### config.mk
export PLATFORM = sky130hd
export DESIGN_NAME = mult_feeder
export DESIGN_NICKNAME = d
export VERILOG_FILES = /design/src/rtl/mult_pkg.sv /design/src/rtl/mult_op_fifo.sv /design/src/rtl/mult_feeder.sv
export SDC_FILE = /design/constraint.sdc
export NUM_CORES = 1
export LEC_CHECK = 0
export BUFFER_PORTS_ARGS = -buffer_cell sky130_fd_sc_hd__buf_2
export CORE_ASPECT_RATIO = 0.8
export CORE_MARGIN = 4
export CORE_UTILIZATION = 41
export CTS_CLUSTER_SIZE = 10
export DETAILED_ROUTE_END_ITERATION = 6
export PLACE_DENSITY_LB_ADDON = 0.15
export SYNTH_ARGS = -nofsm -noshare
export SYNTH_HDL_FRONTEND = slang
export SYNTH_HIERARCHICAL = 1
export SYNTH_SLANG_ARGS = --single-unit
### constraint.sdc
create_clock -name Clk -period 4.6 [get_ports Clk]
set_input_delay 0.69 -clock Clk [delete_from_list [all_inputs] [get_ports Clk]]
set_output_delay 0.69 -clock Clk [all_outputs]
set_load 0.03 [all_outputs]
### src/rtl/mult_pkg.sv
// Shared types and constants for the 4x4 multiplier feeder.
// Holds the sequencer state encoding, operand/result widths and default timing values.
package mult_pkg;

    localparam int OP_W  = 4;
    localparam int RES_W = 8;

    localparam int FLUSH_CYCLES_DEF = 10;
    localparam int WAIT_TIMEOUT_DEF = 12;

    typedef enum logic [1:0] {
        FLUSH = 2'd0,
        IDLE  = 2'd1,
        ISSUE = 2'd2,
        WAIT  = 2'd3
    } state_t;

endpackage

### src/rtl/mult_op_fifo.sv
// Synchronous operand-pair FIFO; DEPTH must be a power of two so pointers wrap naturally.
// Pushes while full and pops while empty are ignored.
module mult_op_fifo #(
    parameter int DEPTH = 4,
    parameter int W     = 8
) (
    input  logic                   clk,
    input  logic                   rst,
    input  logic                   push,
    input  logic                   pop,
    input  logic [W-1:0]           din,
    output logic [W-1:0]           dout,
    output logic                   full,
    output logic                   empty,
    output logic [$clog2(DEPTH):0] count
);

    localparam int AW = $clog2(DEPTH);
    localparam int CW = AW + 1;

    logic [W-1:0]  mem [DEPTH];
    logic [AW-1:0] wr_ptr;
    logic [AW-1:0] rd_ptr;
    logic          do_push;
    logic          do_pop;

    assign full    = (count == CW'(DEPTH));
    assign empty   = (count == '0);
    assign do_push = push && !full;
    assign do_pop  = pop && !empty;
    assign dout    = mem[rd_ptr];

    always_ff @(posedge clk) begin
        if (rst) begin
            wr_ptr <= '0;
            rd_ptr <= '0;
            count  <= '0;
        end else begin
            if (do_push) wr_ptr <= wr_ptr + AW'(1);
            if (do_pop)  rd_ptr <= rd_ptr + AW'(1);
            case ({do_push, do_pop})
                2'b10:   count <= count + CW'(1);
                2'b01:   count <= count - CW'(1);
                default: count <= count;
            endcase
        end
    end

    // Storage has no reset; validity is tracked entirely by count.
    always_ff @(posedge clk) begin
        if (do_push) mem[wr_ptr] <= din;
    end

endmodule

### src/rtl/mult_feeder.sv
// Operand sequencer and result buffer in front of the reset-less 4x4 shift-add multiplier.
// Queues pairs, issues one St pulse per pair, holds operands, and captures the one-cycle Result.
module mult_feeder
    import mult_pkg::*;
#(
    parameter int DEPTH        = 4,
    parameter int FLUSH_CYCLES = FLUSH_CYCLES_DEF,
    parameter int WAIT_TIMEOUT = WAIT_TIMEOUT_DEF
) (
    input  logic             Clk,
    input  logic             Rst,
    input  logic             InValid,
    output logic             InReady,
    input  logic [OP_W-1:0]  InA,
    input  logic [OP_W-1:0]  InB,
    output logic             St,
    output logic [OP_W-1:0]  Multiplier,
    output logic [OP_W-1:0]  Multiplicand,
    input  logic             Done,
    input  logic [RES_W-1:0] Result,
    output logic             OutValid,
    input  logic             OutReady,
    output logic [RES_W-1:0] OutResult,
    output logic             Busy,
    output logic             Err,
    output state_t           DbgState
);

    // Handshakes: a transfer happens on a rising edge where valid and ready are both 1;
    // valid never depends on ready, and a raised valid holds its data until the transfer.

    localparam int CW  = $clog2(DEPTH) + 1;
    localparam int FCW = $clog2(FLUSH_CYCLES + 1);
    localparam int WCW = $clog2(WAIT_TIMEOUT + 1);

    state_t              state;
    state_t              state_nxt;
    logic [FCW-1:0]      flush_cnt;
    logic [WCW-1:0]      wait_cnt;
    logic                flush_done;
    logic                wait_expired;
    logic                slot_free;
    logic                load_ops;
    logic                capture;
    logic                timeout;

    logic                fifo_push;
    logic                fifo_pop;
    logic                fifo_full;
    logic                fifo_empty;
    logic [CW-1:0]       fifo_count;
    logic [2*OP_W-1:0]   fifo_head;

    assign InReady   = !fifo_full && (state != FLUSH);
    assign fifo_push = InValid && InReady;
    assign fifo_pop  = (state == ISSUE) && !fifo_empty;

    assign flush_done   = (flush_cnt == FCW'(FLUSH_CYCLES - 1));
    assign wait_expired = (wait_cnt == WCW'(WAIT_TIMEOUT - 1));
    // The slot may be reused in the same cycle its product is being taken.
    assign slot_free    = !OutValid || OutReady;

    assign Busy     = (state != IDLE);
    assign DbgState = state;

    mult_op_fifo #(
        .DEPTH (DEPTH),
        .W     (2 * OP_W)
    ) u_fifo (
        .clk   (Clk),
        .rst   (Rst),
        .push  (fifo_push),
        .pop   (fifo_pop),
        .din   ({InA, InB}),
        .dout  (fifo_head),
        .full  (fifo_full),
        .empty (fifo_empty),
        .count (fifo_count)
    );

    always_comb begin
        state_nxt = state;
        load_ops  = 1'b0;
        capture   = 1'b0;
        timeout   = 1'b0;
        case (state)
            FLUSH: begin
                if (flush_done) state_nxt = IDLE;
            end
            IDLE: begin
                if ((fifo_count != '0) && slot_free) begin
                    state_nxt = ISSUE;
                    load_ops  = 1'b1;
                end
            end
            ISSUE: begin
                state_nxt = WAIT;
            end
            WAIT: begin
                if (Done) begin
                    capture   = 1'b1;
                    state_nxt = IDLE;
                end else if (wait_expired) begin
                    timeout   = 1'b1;
                    state_nxt = IDLE;
                end
            end
            default: state_nxt = FLUSH;
        endcase
    end

    always_ff @(posedge Clk) begin
        if (Rst) begin
            state        <= FLUSH;
            flush_cnt    <= '0;
            wait_cnt     <= '0;
            St           <= 1'b0;
            Multiplier   <= '0;
            Multiplicand <= '0;
            OutValid     <= 1'b0;
            OutResult    <= '0;
            Err          <= 1'b0;
        end else begin
            state <= state_nxt;
            St    <= load_ops;

            if ((state == FLUSH) && !flush_done) flush_cnt <= flush_cnt + FCW'(1);

            if (state == ISSUE) begin
                wait_cnt <= '0;
            end else if ((state == WAIT) && !wait_expired) begin
                wait_cnt <= wait_cnt + WCW'(1);
            end

            // Operands stay frozen until the next issue: the multiplier re-reads them mid-operation.
            if (load_ops) begin
                Multiplier   <= fifo_head[2*OP_W-1:OP_W];
                Multiplicand <= fifo_head[OP_W-1:0];
            end

            if (capture) begin
                OutResult <= Result;
                OutValid  <= 1'b1;
            end else if (OutValid && OutReady) begin
                OutValid <= 1'b0;
            end

            if (timeout) Err <= 1'b1;
        end
    end

endmodule

==> qor.csv, run 1 <==
metric;value;unit
clk_latency;340;ps
finClkSkew;6.87;ps
final_nets;307;
cts-buffers-inserted;9;
hold_class;reg -> reg;
leakage;1.38;nW
total_power;1.31;mW
maxCapViolations;0;
async_flop_share;0;
post_cts_buffers;0;
synthCells;227;
initial_utilization;0.424;
vias;1738;
layout-drive-gt1-share;0.278;
stdcell_count;364;
ant_nets;0;
floorplan.die_area;0.00856;mm2
grt_pass1_vias;1704;
clock_sinks;70;
cp-start-kind;register;
hpwl;3.55;mm
yosysWarningCount;6;
synth_flop_cell;dfxtp_1;
die_w;102;um
ys_ff_latch;70;
hold_viol_final;0;
dieHeight;83.5;um
routed-wl-met2;2.34;mm
clock-root-buffer;clkbuf_8;
drc;0;
wl_per_cell;13.9;um
rows;27;
wl_met3;308;um
synth_cell_types;39;
synth_area_per_cell;12.9;um2
ctsHoldBuffers;0;
top_layer;met4;
area_growth;16.7;%
critPathKind;reg -> reg;
peakVddDrop;0.174;mV
fmax;395;MHz
required;4860;ps
synth.largest_area_cell;edfxtp_1;
clk_pin_slew_worst_paths;70;ps
synth.cell_area;0.00292;mm2
slew_violations;0;
p_per_area;384;mW/mm2
reg2reg_from;u_fifo/count[2]$_SDFFE_PP0P_;
cp-startpoint;u_fifo/count[2]$_SDFFE_PP0P_;
timing.final.crit_share;0.550;
r2r_slack;2070;ps
synth.top_cell.area_share;0.329;
grt_pass1_wl;8.56;mm
diodes;0;
cts_resized;0;
synth_common_cells;dfxtp_1 (38), edfxtp_1 (32), nor2_1 (23);
cp.arrival;2790;ps
ys_top_cells_by_area;edfxtp_1 (33%), dfxtp_1 (26%), mux4_2 (6.2%), ha_1 (5.6%), mux2i_1 (4.1%);
routed_wl;5.08;mm
period_needed;2530;ps
grt_overflow_total;0;
gp_congestion;0.705;
rsz0062_at_grt;false;
io_buffers;43;
synth_edf_count;32;
tritoncts;built;
hold_start;OutResult[5]$_SDFFE_PP0P_;
drt_iter0_drc;55;
setup_viol;0;
first_pass_iters;4;
io_pins;44;
grtUsageTotal;0.132;
core_area;0.00689;mm2
antenna_found_initial;0;
endpoint_kind;register;
status;completed;
clockBufferDepth;2;
dp.cells;348;
tightest_slew;1150;ps
tns;0;ps
h-tree-depth;3;
crit_path_max_fanout;7;
synthesis.nets;262;
synthMostInstantiatedCell;dfxtp_1;
grt_max_degree;41;
via_per_inst;4.77;
max_slew_margin;0.233;
yosysSeqAreaShare;0.589;
wl_met1;2.36;mm
==> per-stage QoR <==
stage / worst slack [ps] / hold slack, ps / cell area (um2) / util
2_1_floorplan: 1680 / 459 / 2920 / -
5_1_grt: 1870 / 477 / 3410 / 0.495
3_5_place_dp: 2080 / 446 / 3200 / 0.464
6_report: 2070 / 452 / 3410 / 0.495
3_3_place_gp: 2180 / 441 / 3200 / 0.464
4_1_cts: 2060 / 457 / 3410 / 0.495
==> layout make-up <==
class / instances / area [um2]
tap: 87 / 109
multi-input combinational: 136 / 1110
clock buffer: 10 / 128
inverter: 12 / 45.0
sequential: 70 / 1720
fill: 629 / 3480
timing repair buffer: 43 / 215
clock inverter: 6 / 86.3
==> cell usage in the layout (no fill, tap or decap) <==
| master | Yosys | layout |
|---|---|---|
| a21oi_1 | 13 | 13 |
| a221oi_4 | 1 | 1 |
| and2_1 | 5 | 5 |
| buf_2 | 2 | 43 |
| bufinv_16 | 0 | 2 |
| clkbuf_1 | 2 | 1 |
| clkbuf_8 | 1 | 9 |
| clkinv_2 | 0 | 2 |
| clkinv_4 | 0 | 1 |
| clkinvlp_4 | 0 | 1 |
| dfxtp_1 | 38 | 38 |
| edfxtp_1 | 32 | 32 |
| fa_1 | 1 | 1 |
| ha_1 | 13 | 13 |
| inv_1 | 12 | 12 |
| mux2_4 | 1 | 1 |
| mux2i_1 | 12 | 12 |
| mux4_2 | 8 | 8 |
| nand2_1 | 11 | 11 |
| nand2_2 | 1 | 1 |
| nand2b_1 | 4 | 4 |
| nand2b_2 | 1 | 1 |
| nand3_1 | 9 | 9 |
| nand3b_4 | 1 | 1 |
| nand4_1 | 2 | 2 |
| nor2_1 | 23 | 23 |
| nor2b_1 | 3 | 3 |
| nor2b_2 | 1 | 1 |
| nor3_1 | 4 | 4 |
| nor3_2 | 1 | 1 |
| nor3b_2 | 1 | 1 |
| o211ai_1 | 1 | 1 |
| o21a_4 | 1 | 1 |
| o21ai_0 | 3 | 3 |
| o311ai_2 | 0 | 1 |
| o31ai_1 | 1 | 1 |
| o31ai_2 | 1 | 1 |
| or3_1 | 3 | 3 |
| xnor2_1 | 1 | 1 |
| xor2_1 | 8 | 8 |
==> state kept, by name, indices dropped and copies added, names as in the netlist, 2 cells and up, named ones only <==
| signal | count |
|---|---|
| Multiplicand | 4 |
| flush_cnt | 4 |
| u_fifo/wr_ptr | 2 |
| u_fifo/mem | 32 |
| wait_cnt | 4 |
| Multiplier | 4 |
| DbgState | 2 |
| OutResult | 8 |
| u_fifo/count | 3 |
| u_fifo/rd_ptr | 2 |
==> path summary, 6_finish.rpt <==
check	to	cells past startpoint
max	u_fifo/count[2]$_SDFFE_PP0P_	12
min	OutResult[5]$_SDFFE_PP0P_	2
max reg2reg	u_fifo/count[2]$_SDFFE_PP0P_	12
min reg2reg	OutResult[5]$_SDFFE_PP0P_	2
==> critical path, cell delays in order (launching register included) <==
cell and delay (ps):
dfxtp_1 470, nor3b_2 300, nor2_1 80, and2_1 150
inv_1 70, nor2_1 90, inv_1 80, ha_1 170
inv_1 60, fa_1 370, xor2_1 160, or3_1 300
a21oi_1 150
==> kinds of logic after synthesis <==
family,share of synthesized area
mux,0.108
fa+ha+maj,0.0625
flops,0.589
xor+xnor,0.0270
buf+inv,0.0351
simple gates,0.125
compound gates,0.0539
==> layer usage <==
| metal | global-route usage | vias to the layer above |
|---|---|---|
| li1 | - | 888 |
| met1 | 0.176 | 808 |
| met2 | 0.192 | 35 |
| met3 | 0.0576 | 7 |
| met4 | 0.0429 | 0 |
| met5 | 0 | - |
==> power by group <==
part	leakage, nW	internal, mW	total (mW)	switching [mW]
clock	0.106	0.304	0.527	0.223
combinational	0.676	0.0462	0.105	0.0588
sequential	0.594	0.665	0.680	0.0143
total	1.38	1.02	1.31	0.296
Note: power is estimated with default switching activity, not from simulation.
==> inputs of run 2 (changes only) <==
--- a/config.mk
+++ b/config.mk
@@ -5,6 +5,7 @@
 export SDC_FILE = /design/constraint.sdc
 export NUM_CORES = 1
 export LEC_CHECK = 0
+export ABC_AREA = 1
 export BUFFER_PORTS_ARGS = -buffer_cell sky130_fd_sc_hd__buf_2
 export CORE_ASPECT_RATIO = 0.8
 export CORE_MARGIN = 4
==> constraint.sdc (replaced) <==
create_clock -name Clk -period 2.1 [get_ports Clk]
set_input_delay 0.315 -clock Clk [delete_from_list [all_inputs] [get_ports Clk]]
set_output_delay 0.315 -clock Clk [all_outputs]
set_load 0.03 [all_outputs]
==> qor.csv, run 2 <==
metric;value;unit;change
status;completed;;
ant_nets;0;;unchanged
first_pass_iters;4;;unchanged
synth.largest_area_cell;edfxtp_1;;
hold_start;InB[0];;
top_register;u_fifo/mem;;
die_w;103;um;+0.62%
area_growth;17.1;%;
grt_max_degree;23;;-44%
required;2330;ps;-2530 ps
combPwrFrac;0.283;;+0.203
clock-root-buffer;clkbuf_8;;
synth_edf_count;32;;unchanged
initial_utilization;0.426;;+0.00163
cp-startpoint;DbgState[0]$_SDFFE_PP0P_;;
tns;0;ps;unchanged
drt_iter0_drc;70;;+27%
grt_pass1_wl;9.38;mm;+9.7%
p_per_area;1040;mW/mm2;+170%
finClkSkew;9.79;ps;+2.92 ps
slew_violations;0;;unchanged
crit_path_max_fanout;6;;-1
yosysSeqAreaShare;0.581;;-0.00795
cp-start-kind;register;;
maxCapViolations;0;;unchanged
wl_per_cell;12.0;um;-14%
clock_sinks;70;;unchanged
dieHeight;84.1;um;+0.62%
cts-buffers-inserted;9;;unchanged
h-tree-depth;3;;unchanged
async_flop_share;0;;unchanged
rsz0062_at_grt;true;;
grtUsageTotal;0.140;;+0.00755
critPathKind;reg -> reg;;
gp_congestion;0.738;;+4.7%
p_seq_frac;0.473;;-0.045
floorplan.die_area;0.00866;mm2;+1.2%
synth.cell_area;0.00296;mm2;+1.4%
synth_adder_area_share;0.0616;;-0.000844
period_needed;1960;ps;-569 ps
layout-drive-gt1-share;0.218;;-0.0599
endpoint_kind;register;;
synth_area_per_cell;9.47;um2;-26%
ys_top_cells_by_area;edfxtp_1 (32%), dfxtp_1 (26%), nor2_1 (7.0%), inv_1 (6.0%), o21ai_0 (5.9%);;
routed_wl;5.58;mm;+9.9%
via_per_inst;4.63;;-3.0%
drc;0;;unchanged
rows;27;;unchanged
dp_slack;116;ps;-1970 ps
synth_flop_cell;dfxtp_1;;
crit_top_cell;inv_1;;
clk_latency;330;ps;about the same
grt_overflow_total;0;;unchanged
clockBufferDepth;2;;unchanged
critPathSlowestCell;fa_1;;
setup_viol;0;;unchanged
post_dp_cell_area;0.00331;mm2;+3.6%
hold_class;in -> reg;;
leakage;1.47;nW;+6.7%
top_regs;u_fifo/mem x32, OutResult x8;;
fmax;510;MHz;+29%
clockPowerShare;0.243;;-0.159
synthMuxAreaShare;0;;-0.108
peakVddDrop;0.423;mV;+140%
reg2reg_from;DbgState[0]$_SDFFE_PP0P_;;
cp.arrival;2190;ps;-600 ps
diodes;0;;unchanged
hold_viol_final;0;;unchanged
synth_common_cells;nor2_1 (55), inv_1 (47), dfxtp_1 (38);;
vias;2145;;+23%
io_pins;44;;unchanged
antenna_found_initial;0;;unchanged
synth_top_family_by_area;simple AND/OR/NAND/NOR gates;;
largest_register_ff_count;32;;unchanged
synthesis.nets;348;;+33%
switching_share;0.339;;+0.114
cp_top_family;adder cells;;
timing.final.crit_share;0.934;;+0.384
io_buffers;43;;unchanged
synth.top_cell.area_share;0.324;;-0.00444
fill_cells;685;;+8.9%
max_stage_delay;370;ps;-100 ps
switchingPower;1.22;mW;+310%
tightest_slew;568;ps;-581 ps
worst_slack;140;ps;-1930 ps
synthCells;313;;+38%
total_power;3.60;mW;+170%
ys_ff_latch;70;;unchanged
yosysWarningCount;6;;unchanged
clk_pin_slew_worst_paths;70;ps;about the same
power.internal;2.38;mW;+130%
max_slew_margin;0.621;;+0.388
tritoncts;built;;
grt_pass1_vias;2028;;+19%
core_area;0.00696;mm2;+0.98%
final_cell_area;0.00347;mm2;+1.7%
path_buf_inv;6;;+3
final_nets;406;;+32%
synth_compound_gate_area_share;0.127;;+0.0731
synth_cell_types;26;;-33%
synth_xor_area_frac;0;;-0.0270
hpwl;4.00;mm;+13%
layout_common_cells;nor2_1 (54), inv_1 (47), buf_2 (43), dfxtp_1 (35), o21ai_0 (35);;
synth-simple-area-share;0.150;;+0.0253
crit_chain;inv_1 > ha_1 > inv_1 > nor2_2 > inv_1 > nor2_1 > ha_1 > inv_1 > fa_1 > inv_1 > nand2_1 > nand3_1 > nand2_1 > inv_1 > nor2_1;;
synthMostInstantiatedCell;nor2_1;;
final_common_cell;nor2_1;;
[run 2: changes by cell type after synthesis, moves of 9 or more]
cell     before  now
mux2i_1      12    0
nor2_1       23   55
nand2_1      11   25
inv_1        12   47
a21oi_1      13   22
o21ai_0       3   35
[run 2: metal layers]
metal	part of all wire	vias up	wire length [um]	GRT usage
met5	0	-	0	0
li1	-	1144	-	-
met2	0.42	44	2340	0.208
met4	0.010	0	57	0.0447
met1	0.51	952	2850	0.189
met3	0.060	5	337	0.0485
[run 2: worst register-to-register path, stage by stage, from the launching register on]
cell     delay (ps)
dfxtp_2         350
inv_1            80
ha_1            190
inv_1            60
nor2_2          110
inv_1            50
nor2_1          110
ha_1            170
inv_1            60
fa_1            370
inv_1            70
nand2_1          60
nand3_1          70
nand2_1          50
inv_1            40
nor2_1           30
[run 2: cell type report]
type,count,area [um2],share of cell area
Inverter,50,188,0.0541
Sequential cell,70,1730,0.497
Tap cell,87,109,0.0314
Timing Repair Buffer,52,283,0.0815
Multi-Input combinational cell,188,1010,0.292
Clock buffer,13,139,0.0400
Clock inverter,3,15.0,0.00433
[run 2: power groups by stage]
stage / registers, mW / logic (mW) / clock network [mW]
global route: 1.72 / 1.16 / 0.989
global placement: 1.73 / 1.01 / 0
floorplan: 1.84 / 0.608 / 0
finish: 1.70 / 1.02 / 0.876
detailed placement: 1.73 / 1.01 / 0
CTS: 1.70 / 1.02 / 0.917
[run 2: per-stage QoR]
step                      utilization  hold slack (ps)  instances
after floorplan                     -              384        313
after global placement          0.476              432        447
after detailed placement        0.476              436        447
after CTS                       0.498              176        463
after global routing            0.499              167        463
final                           0.499              195        463
[run 2: path summary, 6_finish.rpt]
path | slack, ps | endpoint | cells after the start
worst max-delay path | 140 | u_fifo/count[2]$_SDFFE_PP0P_ | 15
worst min-delay path | 200 | u_fifo/mem[3][0]$_DFFE_PP_ | 1
worst max register to register | 140 | u_fifo/count[2]$_SDFFE_PP0P_ | 15
worst min register to register | 440 | Multiplier[0]$_SDFFE_PP0P_ | 2
[run 2: repair_timing]
item                       CTS  global route
gates resized for setup      0             2
hold buffers                 0             0
buffers inserted             0             0
setup endpoints to repair    0             2
[run 2: cell families after synthesis]
group           Yosys count
simple gates            103
compound gates           71
fa+ha+maj                14
buf+inv                  55
flops                    70
